File: src/rtl/sram_arb_pkg.sv
// Shared types for the SRAM arbiter: requester IDs, the in-flight command tag
// and default bus widths.
package sram_arb_pkg;

    localparam int ADDR_W_DEF = 14;
    localparam int DATA_W_DEF = 16;

    typedef enum logic [1:0] {
        REQ_NONE = 2'd0,
        REQ_VID  = 2'd1,
        REQ_CPU  = 2'd2,
        REQ_DMA  = 2'd3
    } req_id_e;

    // Travels with a command from the command stage to the read-return stage.
    typedef struct packed {
        req_id_e id;
        logic    is_read;
    } tag_t;

endpackage

File: src/rtl/sram_arb_rr.sv
// Two-way round-robin picker. Requester A wins when alone or when B won the
// previous tie; B wins when alone or when A won the previous tie.
module sram_arb_rr (
    input  logic clk,
    input  logic rst_n,
    input  logic en,
    input  logic req_a,
    input  logic req_b,
    output logic gnt_a,
    output logic gnt_b
);

    // rr_last: 0 = A won the last tie, 1 = B won the last tie.
    logic rr_last;

    // Combinational pick; en masks both grants when a higher-priority master owns the slot.
    always_comb begin
        gnt_a = en & req_a & (~req_b | rr_last);
        gnt_b = en & req_b & (~req_a | ~rr_last);
    end

    // Remember the tie winner; reset favours A as last so B wins the first tie.
    always_ff @(posedge clk or negedge rst_n) begin
        if (!rst_n) begin
            rr_last <= 1'b0;
        end else if (en && req_a && req_b) begin
            rr_last <= gnt_b;
        end
    end

endmodule

File: src/rtl/sram_arbiter.sv
// Single-port async SRAM arbiter: video has absolute priority, CPU and DMA
// share leftover slots round-robin. One registered command per cycle, read
// data returned two cycles after grant with a per-requester valid.
module sram_arbiter
    import sram_arb_pkg::*;
#(
    parameter int ADDR_W       = ADDR_W_DEF,
    parameter int DATA_W       = DATA_W_DEF,
    parameter int STARVE_LIMIT = 64
) (
    input  logic              clk_core,
    input  logic              core_reset_n,
    input  logic              vid_req,
    input  logic [ADDR_W-1:0] vid_addr,
    output logic              vid_rvalid,
    input  logic              cpu_req,
    input  logic              cpu_we,
    input  logic [ADDR_W-1:0] cpu_addr,
    input  logic [DATA_W-1:0] cpu_wdata,
    output logic              cpu_gnt,
    output logic              cpu_rvalid,
    input  logic              dma_req,
    input  logic              dma_we,
    input  logic [ADDR_W-1:0] dma_addr,
    input  logic [DATA_W-1:0] dma_wdata,
    output logic              dma_gnt,
    output logic              dma_rvalid,
    output logic [DATA_W-1:0] rdata,
    output logic [ADDR_W-1:0] sram_a,
    output logic              sram_wr,
    output logic [DATA_W-1:0] host_to_sram,
    input  logic [DATA_W-1:0] sram_to_host,
    output logic              cpu_starve,
    input  logic              cpu_starve_clr
);

    localparam int CNT_W = $clog2(STARVE_LIMIT + 1);

    logic              rr_cpu;
    logic              rr_dma;
    req_id_e           winner;
    logic [ADDR_W-1:0] win_addr;
    logic [DATA_W-1:0] win_wdata;
    logic              win_write;
    logic              win_read;
    tag_t              tag_p0;
    logic [CNT_W-1:0]  wait_cnt;
    logic [CNT_W-1:0]  wait_cnt_next;
    logic              starve_set;

    sram_arb_rr u_rr (
        .clk   (clk_core),
        .rst_n (core_reset_n),
        .en    (~vid_req),
        .req_a (cpu_req),
        .req_b (dma_req),
        .gnt_a (rr_cpu),
        .gnt_b (rr_dma)
    );

    // Arbitration: video preempts, otherwise the round-robin pick; grants are held low in reset.
    always_comb begin
        cpu_gnt   = core_reset_n & rr_cpu;
        dma_gnt   = core_reset_n & rr_dma;
        winner    = REQ_NONE;
        win_addr  = sram_a;
        win_wdata = host_to_sram;
        win_write = 1'b0;
        win_read  = 1'b0;
        if (vid_req) begin
            winner   = REQ_VID;
            win_addr = vid_addr;
            win_read = 1'b1;
        end else if (cpu_gnt) begin
            winner    = REQ_CPU;
            win_addr  = cpu_addr;
            win_wdata = cpu_wdata;
            win_write = cpu_we;
            win_read  = ~cpu_we;
        end else if (dma_gnt) begin
            winner    = REQ_DMA;
            win_addr  = dma_addr;
            win_wdata = dma_wdata;
            win_write = dma_we;
            win_read  = ~dma_we;
        end
    end

    // Command stage (_p0): drive the SRAM pins for the access in the next cycle.
    always_ff @(posedge clk_core or negedge core_reset_n) begin
        if (!core_reset_n) begin
            sram_a       <= '0;
            sram_wr      <= 1'b0;
            host_to_sram <= '0;
            tag_p0       <= '{id: REQ_NONE, is_read: 1'b0};
        end else begin
            sram_a       <= win_addr;
            sram_wr      <= win_write;
            host_to_sram <= win_wdata;
            tag_p0       <= '{id: winner, is_read: win_read};
        end
    end

    // Return stage (_p1): capture SRAM read data and raise the owner's rvalid for one cycle.
    always_ff @(posedge clk_core or negedge core_reset_n) begin
        if (!core_reset_n) begin
            rdata      <= '0;
            vid_rvalid <= 1'b0;
            cpu_rvalid <= 1'b0;
            dma_rvalid <= 1'b0;
        end else begin
            vid_rvalid <= tag_p0.is_read && (tag_p0.id == REQ_VID);
            cpu_rvalid <= tag_p0.is_read && (tag_p0.id == REQ_CPU);
            dma_rvalid <= tag_p0.is_read && (tag_p0.id == REQ_DMA);
            if (tag_p0.is_read) begin
                rdata <= sram_to_host;
            end
        end
    end

    // Starvation counter: counts denied CPU cycles, saturating at the limit.
    always_comb begin
        wait_cnt_next = wait_cnt;
        if (!cpu_req || cpu_gnt) begin
            wait_cnt_next = '0;
        end else if (wait_cnt != CNT_W'(STARVE_LIMIT)) begin
            wait_cnt_next = wait_cnt + CNT_W'(1);
        end
        starve_set = (wait_cnt_next == CNT_W'(STARVE_LIMIT));
    end

    // Sticky starve flag; a set in the same cycle as a clear takes precedence.
    always_ff @(posedge clk_core or negedge core_reset_n) begin
        if (!core_reset_n) begin
            wait_cnt   <= '0;
            cpu_starve <= 1'b0;
        end else begin
            wait_cnt <= wait_cnt_next;
            if (starve_set) begin
                cpu_starve <= 1'b1;
            end else if (cpu_starve_clr) begin
                cpu_starve <= 1'b0;
            end
        end
    end

endmodule

File: config.mk
export PLATFORM = sky130hd
export DESIGN_NAME = sram_arbiter
export DESIGN_NICKNAME = d
export VERILOG_FILES = /design/src/rtl/sram_arb_pkg.sv /design/src/rtl/sram_arb_rr.sv /design/src/rtl/sram_arbiter.sv
export SDC_FILE = /design/constraint.sdc
export NUM_CORES = 1
export LEC_CHECK = 0
export CORE_ASPECT_RATIO = 0.9
export CORE_MARGIN = 3
export CORE_UTILIZATION = 39
export CTS_CLUSTER_DIAMETER = 200
export DETAILED_ROUTE_END_ITERATION = 10
export GPL_TIMING_DRIVEN = 0
export PLACE_DENSITY = 0.81
export SKIP_LAST_GASP = 1
export SYNTH_ARGS = -nofsm -noshare
export SYNTH_HDL_FRONTEND = slang
export SYNTH_SLANG_ARGS = --single-unit
File: constraint.sdc
create_clock -name clk_core -period 2.3 [get_ports clk_core]
set_clock_uncertainty 0.1 [all_clocks]
set_input_delay 0.69 -clock clk_core [delete_from_list [all_inputs] [get_ports clk_core]]
set_output_delay 0.69 -clock clk_core [all_outputs]
set_load 0.01 [all_outputs]
==> results by group <==
Worst setup path
  • Setup crit end kind: output pin
  • Required @ worst endpoint: 1.51 ns
  • Worst reg2reg startpoint: u_rr.rr_last
  • Worst reg2reg setup slack: 0.11 ns
  • Worst-case reg-to-reg path depth: 10
  • Worst EP arrival: 1.44 ns
  • Critical path class: primary input to output pin
  • CP Max Fanout: 4
  • Worst flop-to-flop path endpoint: cpu_starve
  • Critical path launch point type: primary input

Logic synthesis
  • Post-synthesis cell count: between 200 and 250
  • Synth Warn #: 0
  • Post-Syn Nets: 345
  • Yosys cell types: 33
  • FF+latch count, synth: 62
  • Most common library cells after synthesis: dfrtp_1 (62), a22oi_1 (28), nand2_1 (25), mux2_2 (17), o21ai_0 (17)
  • Post-synth ARST share: 1.000
  • Top-count cell post-synth: dfrtp_1
  • Post-Syn Area per Cell: 11.26 um^2
  • Area leader, netlist: dfrtp_1
  • Number of enable flip-flop cells after synthesis: 0
  • Register area share after synthesis: 0.5624
  • Top post-synthesis cells by area: dfrtp_1 (56%), a22oi_1 (7.6%), mux2_2 (6.9%)
  • Mapped Area: 0.002759 mm^2
  • Area share of the largest cell type after synthesis: 0.5624
  • Most used flip-flop cell after synthesis: dfrtp_1

Global routing
  • First-pass GRT wire length: 12840 um
  • Largest net degree at the start of global routing: 34
  • Gr usage total: 0.2064
  • Initial antenna violation count: 0
  • Vias in the first global route: 2689
  • GRT overflow: 0

Floorplanning
  • Initial core utilization: 0.4102
  • Die ar.: 0.008120 mm^2
  • Die X: roughly 95 um
  • Ports: about 150
  • Std-Cell Rows: 28
  • Die Ht: between 80 and 90 um
  • Placeable Area: 0.006726 mm^2

Timing
  • Final setup fails: 0
  • Final WS setup: 0.06564 ns
  • Max Freq: approximately 0.45 GHz
  • Final hold vios: 0
  • Worst slew pin tran: 0.5392 ns
  • RSZ-0062 raised after global routing: no
  • Final min period: 2.234 ns
  • Tcrit/Tclk final: 0.9715
  • Slew Limit Fails: 0
  • Final TNS setup: 0 ns
  • Min Hold Slack: around 0.088 ns
  • Slew HR: 0.6405

Clock tree
  • Clk pin slew, worst setup/hold paths: about 0.070 ns
  • Clock root cell: clkbuf_8
  • CTS tree: built
  • Worst-Skew Late Latency: around 0.33 ns
  • Deepest clock path buffer count: 2
  • CTS sink cnt: 62
  • H-tree depth: 3
  • Num CTS Buffers: 9

Pwr
  • Final total power: 3.248 mW
  • Leak: 2.074 nW
  • Pwr Density: 692.1 mW/mm^2
  • Max VDD drop: 0.0004031 V

Detailed routing
  • Drt pass-1 iters: 4
  • Vias: 2561
  • Detailed-route wire length: 8077 um
  • Initial DRC Count: 43
  • DRT antenna net count: 0
  • Vias per Instance: between 5 and 6
  • WL/cell: approximately 16 um
  • Drc violations: 0

Placed design
  • Routability congestion estimate: ~0.74
  • Port Buffers: 150
  • HPWL reported at the end of detailed placement: approximately 5900 um
  • Post-Place Worst Slack: -1.251 ns
  • Inst Count DP: 485
  • Post-DP Area: approximately 0.0044 mm^2

Final layout
  • Fill count: 534
  • Post-layout util: 0.6977
  • Cell area after layout: 0.004693 mm^2
  • Area grow syn2layout: 70.11%
  • Ant diodes: 0
  • Non-filler instance count after layout: 512
  • Area of the multi-input gates: 0.001122 mm^2
  • Final nets: 519
  • Register area: 0.001551 mm^2
  • Share of post-route cells with drive strength above 1: 0.1540

Run
  • Max-cap violation count: 0

Status
  • Status: completed

Worst hold path
  • Hold Crit Class: primary input to asynchronous set/reset pin
[power by group]
part	switching, mW	internal [mW]	total (mW)
Sequential	0.111	1.28	1.39
Clock	0.383	0.405	0.788
Combinational	0.420	0.646	1.07
[placed cells by master, fill, tap and decap left out, types with 2 or more instances in the layout]
cell,netlist,routed
a21oi_1,2,2
a22oi_1,28,28
and3_1,2,2
buf_2,6,8
buf_4,1,12
buf_6,1,3
clkbuf_1,6,7
clkbuf_8,0,11
clkdlybuf4s50_1,0,144
clkinv_2,0,2
dfrtp_1,62,62
ha_1,2,2
inv_1,5,5
mux2_2,17,17
mux2i_1,16,16
nand2_1,25,25
nand3_1,6,5
nand3_2,1,2
nor2_1,14,14
o21ai_0,17,17
o21ai_1,13,13
or3_1,2,2
xnor2_1,5,5
xor2_1,2,2
[final cells by class]
type                       count  share of cell area
timing repair buffer         163              0.3458
multi-input combinational    162              0.2391
tap                           90             0.02399
sequential                    62              0.3306
clock inverter                 2            0.002133
buffer                        15             0.02106
clock buffer                  12             0.03093
inverter                       6            0.006398
[what timing repair did]
| action | 4_1_cts | 5_1_grt |
|---|---|---|
| gates cloned | 1 | 0 |
| resized for setup | 34 | 4 |
| pin swaps | 2 | 0 |
| hold buffers | 0 | 0 |
| setup endpoints to repair | 29 | 2 |
| buffers inserted | 12 | 0 |
[worst max path at each step]
stage	startpoint	end	slack (ns)
floorplan	cpu_req	cpu_gnt	0.1
global placement	core_reset_n	cpu_gnt	-3.29
detailed placement	core_reset_n	cpu_gnt	-1.25
CTS	vid_req	cpu_gnt	-0.02
global route	cpu_req	cpu_gnt	0.01
finish	cpu_req	cpu_gnt	0.07
[critical path, stage by stage]
cell and delay [ns]:
buf_2 0.13, nor2b_4 0.15, nand3_1 0.09, buf_6 0.15, inv_8 0.04, buf_8 0.09
buf_6 0.09
[sequential cells by signal (all words and copies together) (netlist names), 3 cells and up]
register,flops
rdata,16
sram_a,14
wait_cnt,7
host_to_sram,16
tag_p0,3
[cells by family after synthesis]
kind of cell,after synthesis,share of synthesized area
compound gates,64,0.1488
xor+xnor,7,0.02222
fa+ha+maj,2,0.009069
buf+inv,21,0.03537
flops,62,0.5624
mux,33,0.1274
simple gates,56,0.09478
[per-layer routing]
metal / track usage / vias to the layer above / wire, um
li1: - / 1220 / -
met1: 0.2326 / 1204 / 3146
met2: 0.3476 / 121 / 3993
met3: 0.07632 / 16 / 770
met4: 0.09305 / 0 / 166
met5: 0 / - / 0
Note: power is estimated with default switching activity, not from simulation.
